<file path="src/rtl/gpio_filter_pkg.sv">
// Shared defaults for the GPIO input conditioning slice.
package gpio_filter_pkg;

  localparam int unsigned GpioCountDefault = 32;
  localparam int unsigned CntWidthDefault  = 4;

endpackage

</file>
<file path="src/rtl/gpio_filter_bit.sv">
// One GPIO input channel: 2-FF synchronizer, glitch filter, edge pulses and sticky irq flag.
module gpio_filter_bit
  import gpio_filter_pkg::*;
#(
  parameter int unsigned CntWidth = CntWidthDefault
) (
  input  logic                clk_i,
  input  logic                rst_ni,
  input  logic                pad_i,
  input  logic [CntWidth-1:0] filter_len_i,
  input  logic                irq_en_rise_i,
  input  logic                irq_en_fall_i,
  input  logic                irq_clr_i,
  output logic                level_o,
  output logic                rise_o,
  output logic                fall_o,
  output logic                pending_o
);

  logic                sync1_q, sync2_q;
  logic                stable_q, stable_d;
  logic [CntWidth-1:0] cnt_q, cnt_d;
  logic                rise_q, rise_d;
  logic                fall_q, fall_d;
  logic                pending_q, pending_d;
  logic                irq_set;

  // Pure flop-to-flop synchronizer; pad_i is asynchronous to clk_i.
  always_ff @(posedge clk_i or negedge rst_ni) begin
    if (!rst_ni) begin
      sync1_q <= 1'b0;
      sync2_q <= 1'b0;
    end else begin
      sync1_q <= pad_i;
      sync2_q <= sync1_q;
    end
  end

  // Accept only after filter_len_i+1 consecutive differing cycles; the
  // increment is gated by cnt_q < filter_len_i, so the counter cannot wrap.
  always_comb begin
    stable_d = stable_q;
    cnt_d    = cnt_q;
    rise_d   = 1'b0;
    fall_d   = 1'b0;
    if (sync2_q == stable_q) begin
      cnt_d = '0;
    end else if (cnt_q >= filter_len_i) begin
      stable_d = sync2_q;
      cnt_d    = '0;
      rise_d   = sync2_q;
      fall_d   = ~sync2_q;
    end else begin
      cnt_d = cnt_q + 1'b1;
    end
  end

  // Set takes priority over a same-cycle clear.
  assign irq_set = (rise_q & irq_en_rise_i) | (fall_q & irq_en_fall_i);

  always_comb begin
    pending_d = pending_q;
    if (irq_set) begin
      pending_d = 1'b1;
    end else if (irq_clr_i) begin
      pending_d = 1'b0;
    end
  end

  always_ff @(posedge clk_i or negedge rst_ni) begin
    if (!rst_ni) begin
      stable_q  <= 1'b0;
      cnt_q     <= '0;
      rise_q    <= 1'b0;
      fall_q    <= 1'b0;
      pending_q <= 1'b0;
    end else begin
      stable_q  <= stable_d;
      cnt_q     <= cnt_d;
      rise_q    <= rise_d;
      fall_q    <= fall_d;
      pending_q <= pending_d;
    end
  end

  assign level_o   = stable_q;
  assign rise_o    = rise_q;
  assign fall_o    = fall_q;
  assign pending_o = pending_q;

endmodule

</file>
<file path="src/rtl/gpio_in_filter.sv">
// GPIO pad input conditioning: per-bit filter channels plus a combined interrupt line.
module gpio_in_filter
  import gpio_filter_pkg::*;
#(
  parameter int unsigned GpioCount = GpioCountDefault,
  parameter int unsigned CntWidth  = CntWidthDefault
) (
  input  logic                 clk_i,
  input  logic                 rst_ni,
  input  logic [GpioCount-1:0] pad_gpio_i,
  input  logic [CntWidth-1:0]  filter_len_i,
  input  logic [GpioCount-1:0] irq_en_rise_i,
  input  logic [GpioCount-1:0] irq_en_fall_i,
  input  logic [GpioCount-1:0] irq_clr_i,
  output logic [GpioCount-1:0] gpio_o,
  output logic [GpioCount-1:0] rise_o,
  output logic [GpioCount-1:0] fall_o,
  output logic [GpioCount-1:0] irq_pending_o,
  output logic                 irq_o
);

  for (genvar i = 0; i < GpioCount; i++) begin : g_bit
    gpio_filter_bit #(
      .CntWidth (CntWidth)
    ) u_bit (
      .clk_i         (clk_i),
      .rst_ni        (rst_ni),
      .pad_i         (pad_gpio_i[i]),
      .filter_len_i  (filter_len_i),
      .irq_en_rise_i (irq_en_rise_i[i]),
      .irq_en_fall_i (irq_en_fall_i[i]),
      .irq_clr_i     (irq_clr_i[i]),
      .level_o       (gpio_o[i]),
      .rise_o        (rise_o[i]),
      .fall_o        (fall_o[i]),
      .pending_o     (irq_pending_o[i])
    );
  end

  assign irq_o = |irq_pending_o;

endmodule

</file>
<file path="config.mk">
export PLATFORM = sky130hd
export DESIGN_NAME = gpio_in_filter
export DESIGN_NICKNAME = d
export VERILOG_FILES = /design/src/rtl/gpio_filter_pkg.sv /design/src/rtl/gpio_filter_bit.sv /design/src/rtl/gpio_in_filter.sv
export SDC_FILE = /design/constraint.sdc
export NUM_CORES = 1
export LEC_CHECK = 0
export CAP_MARGIN = 20
export CORE_UTILIZATION = 59
export CTS_CLUSTER_DIAMETER = 60
export DETAILED_ROUTE_END_ITERATION = 16
export MAX_ROUTING_LAYER = met4
export PLACE_DENSITY = 0.91
export SYNTH_ARGS = -nofsm -noshare
export SYNTH_HDL_FRONTEND = slang
export SYNTH_SLANG_ARGS = --single-unit
</file>
<file path="constraint.sdc">
create_clock -name clk_i -period 3.26 [get_ports clk_i]
set_input_delay 0.815 -clock clk_i [delete_from_list [all_inputs] [get_ports clk_i]]
set_output_delay 0.815 -clock clk_i [all_outputs]
set_load 0.005 [all_outputs]
</file>
Word level (Yosys, flattened, before mapping)
Index checks and enable logic that the tools add are counted.

operators by class
  equality and inequality tests = 32
  bitwise operators = 160
  add/sub/neg operators = 32
  muxes and demuxes = 256
  $lt $le $gt $ge = 32
  reduce and logical (&&, ||, !) cells = 65

operator list
  operator               count
  $mux W4                64
  $mux W1                192
  $add A4 B1 Y4 const B  32
  $ge A4 B4 Y1           32
  $and A1 B1 Y1          64
  $not A1 Y1             64
  $reduce_and A2 Y1      32
  $reduce_bool A2 Y1     32
  $eq A1 B1 Y1           32
  $or A1 B1 Y1           32
  $reduce_or A32 Y1      1

word-level totals
  input bits = 134
  output and inout port bits = 129
  logic and storage cells = 801
  register bits after elaboration = 320

Logic depth before layout (Yosys ltp)
Gate-level depths: netlist of run 1.

  depth in word-level cells = 3
  depth in mapped cells = 6
  gate-level depth less buffers = 6

Cells and area by module
Synthesis of run 1 repeated with hierarchy kept, for this count alone.

second synthesis, totals
  cell total of the unflattened synthesis = 1259
  area total of the unflattened synthesis = 15730.1 um^2

modules (own cells, without submodules)
  module           cells an instance  instances  area an instance (um^2)  sequential area each (um^2)
  gpio_filter_bit  39                 32         489.2                    250.2
  gpio_in_filter   11                 1          75.1                     0.0

Least setup slack after synthesis of run 1
No wires, ideal clock.

  path type = in2reg
  start point = input port filter_len_i[1]
  end point = register g_bit[0].u_bit.stable_q
  data required time = 3.135 ns
  arrival time = 2.534 ns
  setup slack = 0.601 ns
  stages = 5
  cell sequence = inv_1 -> ha_1 -> a2111oi_4 -> or2_4 -> mux2_4

between the ends
  longest elaborated chain between the ends = 2

RTL lines
  item                         RTL line               text
  from (decl)                  gpio_in_filter.sv:11   input logic [CntWidth-1:0] filter_len_i,
  $ge A4 B4 Y1                 gpio_filter_bit.sv:48  end else if (cnt_q >= filter_len_i) begin
  $reduce_and A2 Y1 (no line)  -
  to (signal assigned)         gpio_filter_bit.sv:78  stable_q <= stable_d;
  to (decl)                    gpio_filter_bit.sv:21  logic stable_q, stable_d;

No other way between the ends.
A chain may end at the register's enable or synchronous reset.

Worst setup path after layout of run 1
  start point = register g_bit[17].u_bit.pending_q
  end point = output port irq_o

between the ends
  longest elaborated chain between the ends = 1

RTL lines
  item                    RTL line               text
  from (decl)             gpio_filter_bit.sv:25  logic pending_q, pending_d;
  from (signal assigned)  gpio_filter_bit.sv:82  pending_q <= pending_d;
  $reduce_or A32 Y1       gpio_in_filter.sv:40   assign irq_o = |irq_pending_o;
  to (decl)               gpio_in_filter.sv:19   output logic irq_o

No other way between the ends.

==> summary.txt, run 1 <==
Status
  – Outcome: finished clean

Synthesis
  – FF+latch count, synth: between 300 and 400
  – Largest family of logic cells by synthesized area: simple AND/OR/NAND/NOR gates
  – Xor/xnor share of the synthesized area: 5.134%
  – Post-Synthesis Net Count: around 1.6k
  – Async SR Flop Fraction: 100.0%
  – Yosys top cell by area: dfrtp_1
  – Post-Synthesis Cells: about 1.3k
  – Syn avg cell area: around 13 µm²
  – Mapped cell area: about 16000 µm²
  – Syn. warnings: 0
  – Synth cell types: 20
  – Top area cells in the synthesized netlist: dfrtp_1 49%, ha_1 12%, buf_4 5.9%
  – Cell with the most instances after synthesis: dfrtp_1
  – Post-Synth Adder-Cell Area: roughly 12%
  – Post-synth top area share: 48.90%
  – Commonest cells in the netlist: 320 x dfrtp_1, 160 x ha_1, 128 x buf_4, 128 x nor2_1, 67 x inv_1
  – Post-synthesis simple-gate area fraction: a little over an eighth
  – Synth Flop Type: dfrtp_1
  – Mux share of post-synthesis cell area: 2.934%
  – Post-synth EDFFs: 0
  – Post-synthesis compound-gate area fraction: roughly a tenth
  – Part of the Yosys area used for sequential elements: between 40% and 50%

Clocking
  – Setup Fix Bufs, Post-CTS: 0
  – Worst-path clk slew: 0.06 ns
  – Post-CTS Hold Buffers: 0
  – TritonCTS Buffers: 36
  – Clk sinks: 320
  – Maximum root-to-sink buffer count: 3
  – Clock root buffer master: clkbuf_16
  – H-tree depth: 2
  – Clock latency on the worst-skew pair: 0.50 ns
  – TritonCTS clock tree: built

Timing
  – Slew Viols, Final: 0
  – Clock Skew: 0.009595 ns
  – Fmax: 0.3149 GHz
  – Number of hold violations in the final report: 0
  – Final setup fails: 0
  – RSZ-0062 raised after global routing: false
  – Worst relative slew slack: between 40% and 50%
  – Worst hold slack: approximately 0.29 ns
  – Tightest Pin Transition: between 0.8 and 0.9 ns
  – Final min period: 3.175 ns
  – Setup TNS: 0 ns
  – Final Cycle Share: 97.40%

Worst setup path
  – WS Path Type: reg2out
  – Top delay family on crit path: simple AND/OR/NAND/NOR gates
  – CP max stage cell: nor4_2
  – Crit-path max FO: 3
  – CP peak stage delay: 0.53 ns
  – Worst Path Required: 2.44 ns
  – RR Startpoint: g_bit[10].u_bit.cnt_q[0]
  – Crit path arrival time: approximately 2.4 ns
  – Worst Setup Start Kind: flip-flop
  – Critical R2R Capture: g_bit[10].u_bit.level_o
  – Flop2flop setup slack: 1.38 ns
  – CP Capture Type: output pin
  – CP bufs+invs: 1
  – R2R cell count: 6
  – CP Cell Sequence: nor4_2 -> nand4_1 -> or2_2 -> clkdlybuf4s50_1

Power
  – Comb pwr share: between 30% and 40%
  – Power Internal: 10280 µW
  – Clock power share: 28.2%
  – Sw Ratio: 30.07%
  – P_sw: 4423 µW
  – Seq pwr share: between 30% and 40%
  – Worst ir drop on vdd: ~0.53 mV
  – Leak: 0.009173 µW
  – Pwr/cell area: ~740 nW/µm²

Place
  – Area post-placement: ~19000 µm²
  – Cell count after placement: ~1.8k
  – I/O Buffers: 262
  – Gpl congestion: 0.8249
  – Post-DP HPWL: between 20 and 25 mm

Finish
  – Multi-input logic area: 7189 µm²
  – Final core utilization: 73.67%
  – Post-route cell area: 19960 µm²
  – Area Overhead vs Synth: 21.91%
  – FILL cells: 1699
  – Post-layout net count: 1773
  – Share of cells above drive strength 1: 15.99%
  – Final Non-Filler Cells: 1874
  – Register area: 8008 µm²

Global routing
  – Pin count of the biggest net entering global routing: 83
  – Total GRT Usage: 25.74%
  – Global route overflow: 0
  – Antenna violations before repair: 1
  – Global-route wire length before repair: approximately 56 mm
  – Vias in the first global route: 11.06k

Floorplan
  – Chip height: roughly 170 µm
  – Die width: 168.6 µm
  – Starting density of the core: roughly 60%
  – # rows: 60
  – Core area: roughly 27000 µm²
  – Die Area: 28430 µm²
  – I/O Pins: ~260

Route
  – Vias per cell: 5.411
  – Final ANT Viol Nets: 0
  – Routed WL: 34.42 mm
  – WL/cell: 18.36 µm
  – DR pass1 iterations: 4
  – DRC viols: 0
  – DRT iter0 DRCs: around 630
  – Total via count in the routed design: 10.14k

Flow run
  – Max Cap Viol: 0

Hold path
  – Type of the tightest min-delay check: in2async
[layout by cell type, fill, tap and decap left out, types with 8 or more instances in the layout]
| cell type | netlist | final |
|---|---|---|
| dfrtp_1 | 320 | 320 |
| clkdlybuf4s50_1 | 0 | 260 |
| ha_1 | 160 | 160 |
| nor2_1 | 128 | 128 |
| inv_1 | 67 | 64 |
| xor2_1 | 64 | 64 |
| o21ai_0 | 64 | 64 |
| nor3b_1 | 64 | 64 |
| clkbuf_16 | 0 | 37 |
| nand2b_4 | 32 | 32 |
| a2111oi_4 | 32 | 32 |
| o21a_1 | 32 | 32 |
| xnor2_1 | 32 | 32 |
| or2_4 | 32 | 32 |
| and3_2 | 32 | 32 |
| nand3_1 | 32 | 32 |
| mux2_4 | 32 | 32 |
| a22oi_1 | 32 | 32 |
| clkbuf_8 | 0 | 10 |
| buf_12 | 0 | 8 |
[how the worst max path moves through the flow]
| stage | from | end | slack [ns] | cells past startpoint |
|---|---|---|---|---|
| floorplan | filter_len_i[1] | g_bit[0].u_bit.level_o | 0.60 | 5 |
| global placement | filter_len_i[3] | g_bit[18].u_bit.level_o | 0.17 | 7 |
| CTS | g_bit[25].u_bit.pending_o | irq_o | 0.01 | 4 |
| global route | g_bit[6].u_bit.pending_o | irq_o | 0.004 | 4 |
| detailed placement | filter_len_i[3] | g_bit[19].u_bit.level_o | 0.14 | 7 |
| finish | g_bit[17].u_bit.pending_o | irq_o | 0.08 | 4 |
[through the flow]
step,power [µW],setup WS (ns)
final,14710,0.08466
after global routing,15530,0.004403
after CTS,14820,0.01269
after detailed placement,10540,0.1400
after global placement,10260,0.1656
after floorplan,9095,0.6010
[registers in the layout (all words and copies together) (netlist names)]
| signal | count |
|---|---|
| g_bit.u_bit.cnt_q | 128 |
| g_bit.u_bit.fall_o | 32 |
| g_bit.u_bit.level_o | 32 |
| g_bit.u_bit.pending_o | 32 |
| g_bit.u_bit.rise_o | 32 |
| g_bit.u_bit.sync1_q | 32 |
| g_bit.u_bit.sync2_q | 32 |
[layout make-up]
class	instances	share of cell area, %
flip-flops and latches	320	40.11
multi-input cells	779	36.01
clock inverters	10	0.7646
inverters	67	1.260
clock buffers	50	5.384
repair buffers	275	14.13
diodes	1	0.01253
well taps	372	2.331
[kinds of logic after synthesis]
logic type      after synthesis
simple gates                331
flops                       320
buf+inv                     195
compound gates              160
fa+ha+maj                   160
xor+xnor                     96
mux                          32
[routing by layer]
layer  track usage, %  vias to the layer above  part of all wire [%]
li1                 -                     4716                     -
met1            31.05                     5065                    41
met2            43.73                      295                    50
met3            4.770                       65                   5.6
met4            8.498                        0                   2.7
met5                -                        -                     0
[power groups by stage]
stage | combinational (µW) | clock, µW | sequential, µW
after floorplan | 3690 | 0 | 5410
after global placement | 4660 | 0 | 5600
after detailed placement | 4870 | 0 | 5670
after CTS | 4950 | 4230 | 5630
after global routing | 5380 | 4400 | 5760
final | 4910 | 4150 | 5650
[repair_timing]
item | in CTS | in global routing
resized for setup | 3 | 2
pin swaps | 0 | 0
endpoints found under the setup margin | 1 | 1
cloned | 0 | 0
Note: power is estimated with default switching activity, not from simulation.
==> run 2: changes to the inputs <==
Settings changed: SKIP_CTS_REPAIR_TIMING set to 1, SLEW_MARGIN set to 20.
==> run 2 against run 1 <==
Clock-buffer cell count did not move; sequential share of layout area is essentially flat; clock skew decreased by 0.0024 ns; critical path type unchanged.
==> summary.txt, run 2 (synthesis results as in run 1) <==
Worst setup path
  – Flop2flop setup slack: 1.38 ns
  – Crit. path cell count: 4
  – Crit path arrival time: 2.33 ns
  – Top delay family on crit path: simple AND/OR/NAND/NOR gates
  – CP max stage cell: nor4_1
  – CP bufs+invs: 1
  – RR Startpoint: g_bit[10].u_bit.cnt_q[0]
  – Worst Setup Start Kind: flip-flop
  – Crit-path max FO: 3
  – CP peak stage delay: 0.50 ns
  – CP Cell Sequence: nor4_1 -> nand4_1 -> or2_2 -> clkdlybuf4s50_1
  – WS Path Type: reg2out
  – R2R cell count: 6
  – Critical R2R Capture: g_bit[10].u_bit.level_o
  – Worst Path Required: about 2.4 ns
  – CP Capture Type: output pin

Global routing
  – Global-route wire length before repair: 55.86 mm
  – Pin count of the biggest net entering global routing: 83
  – Antenna violations before repair: 1
  – Global route overflow: 0
  – Vias in the first global route: 11.06k
  – Total GRT Usage: 25.72%

Timing
  – RSZ-0062 raised after global routing: false
  – Slew Viols, Final: 0
  – Post-route setup slack: 0.1108 ns
  – Final min period: 3.149 ns
  – Final setup fails: 0
  – Worst relative slew slack: 42.68%
  – Fmax: 0.3175 GHz
  – Tightest Pin Transition: 0.8585 ns
  – Setup TNS: 0 ns
  – Clock Skew: between 0.007 and 0.008 ns
  – Final Cycle Share: 96.60%
  – Number of hold violations in the final report: 0

Route
  – DRT iter0 DRCs: 559
  – Routed WL: 34.57 mm
  – WL/cell: 18.45 µm
  – Total via count in the routed design: 10.13k
  – Final ANT Viol Nets: 0
  – DRC viols: 0
  – DR pass1 iterations: 4
  – Vias per cell: 5.404

Floorplan
  – Core area: between 20000 and 30000 µm²
  – Starting density of the core: a little over 60%
  – I/O Pins: between 200 and 300
  – Die width: approximately 170 µm
  – Die Area: around 28000 µm²
  – Chip height: 168.6 µm
  – # rows: 60

Power
  – Power Internal: 10290 µW
  – Worst ir drop on vdd: between 0.4 and 0.5 mV
  – Leak: about 0.0092 µW
  – Sw Ratio: 30.12%
  – Seq pwr share: 38.4%
  – Clock power share: 28.2%
  – Total power draw: 14720 µW
  – Comb pwr share: 33.4%
  – Pwr/cell area: 737.0 nW/µm²
  – P_sw: ~4400 µW

Clocking
  – H-tree depth: 2
  – Clock root buffer master: clkbuf_16
  – Worst-path clk slew: roughly 0.06 ns
  – Clock latency on the worst-skew pair: 0.50 ns
  – Clk sinks: 320
  – TritonCTS Buffers: 36
  – TritonCTS clock tree: built
  – Maximum root-to-sink buffer count: 3

Flow run
  – Max Cap Viol: 0

Finish
  – Final core utilization: ~74%
  – Share of cells above drive strength 1: 15.99%
  – Max reg flops: 128
  – Post-route cell area: 19970 µm²
  – Area Overhead vs Synth: 21.97%
  – Post-layout net count: 1773
  – Most frequent cells in the layout: 320 x dfrtp_1, 260 x clkdlybuf4s50_1, 160 x ha_1
  – Register bank with the most flops: g_bit.u_bit.cnt_q
  – Commonest non-fill, non-tap cell in the layout: dfrtp_1

Place
  – Post-DP HPWL: 24.38 mm
  – Area post-placement: 18700 µm²
  – Gpl congestion: a little over 0.8
  – Dpl ws: about 0.14 ns
  – I/O Buffers: 262

Hold path
  – Type of the tightest min-delay check: in2async

Status
  – Outcome: finished clean
[run 2: power groups by stage]
stage / Sequential, µW / Clock, µW / Combinational (µW)
finish: 5650 / 4160 / 4910
global route: 5770 / 4400 / 5380
CTS: 5630 / 4230 / 4940
detailed placement: 5670 / 0 / 4870
global placement: 5600 / 0 / 4660
floorplan: 5410 / 0 / 3690
[run 2: metal layers]
| layer | routed length (µm) | vias to the layer above | GRT usage, % |
|---|---|---|---|
| li1 | - | 4716 | - |
| met2 | 17480 | 284 | 43.64 |
| met1 | 14270 | 5060 | 30.78 |
| met3 | 1853 | 68 | 5.097 |
| met4 | 964 | 0 | 8.617 |
| met5 | 0 | - | - |
[run 2: final cells by class]
| cell class | instances | area (µm²) |
|---|---|---|
| sequential | 320 | 8008 |
| timing repair buffer | 275 | 2820 |
| antenna | 1 | 2.502 |
| fill | 1694 | 7128 |
| tap | 372 | 465.4 |
| clock inverter | 10 | 152.6 |
| clock buffer | 50 | 1075 |
| multi-input combinational | 779 | 7198 |
| inverter | 67 | 251.5 |
[run 2: worst max-delay path by stage]
stage,startpoint,slack [ns],to
global route,g_bit[6].u_bit.pending_o,0.005,irq_o
global placement,filter_len_i[3],0.17,g_bit[18].u_bit.level_o
finish,g_bit[6].u_bit.pending_o,0.11,irq_o
detailed placement,filter_len_i[3],0.14,g_bit[19].u_bit.level_o
CTS,g_bit[25].u_bit.pending_o,-0.17,irq_o
floorplan,filter_len_i[1],0.60,g_bit[0].u_bit.level_o
[run 2: through the flow]
step                hold WS (ns)  instances
floorplan                 0.3312       1294
global placement          0.3316       1813
detailed placement        0.3347       1813
CTS                       0.3116       1873
global route              0.3187       1874
finish                    0.2872       1874
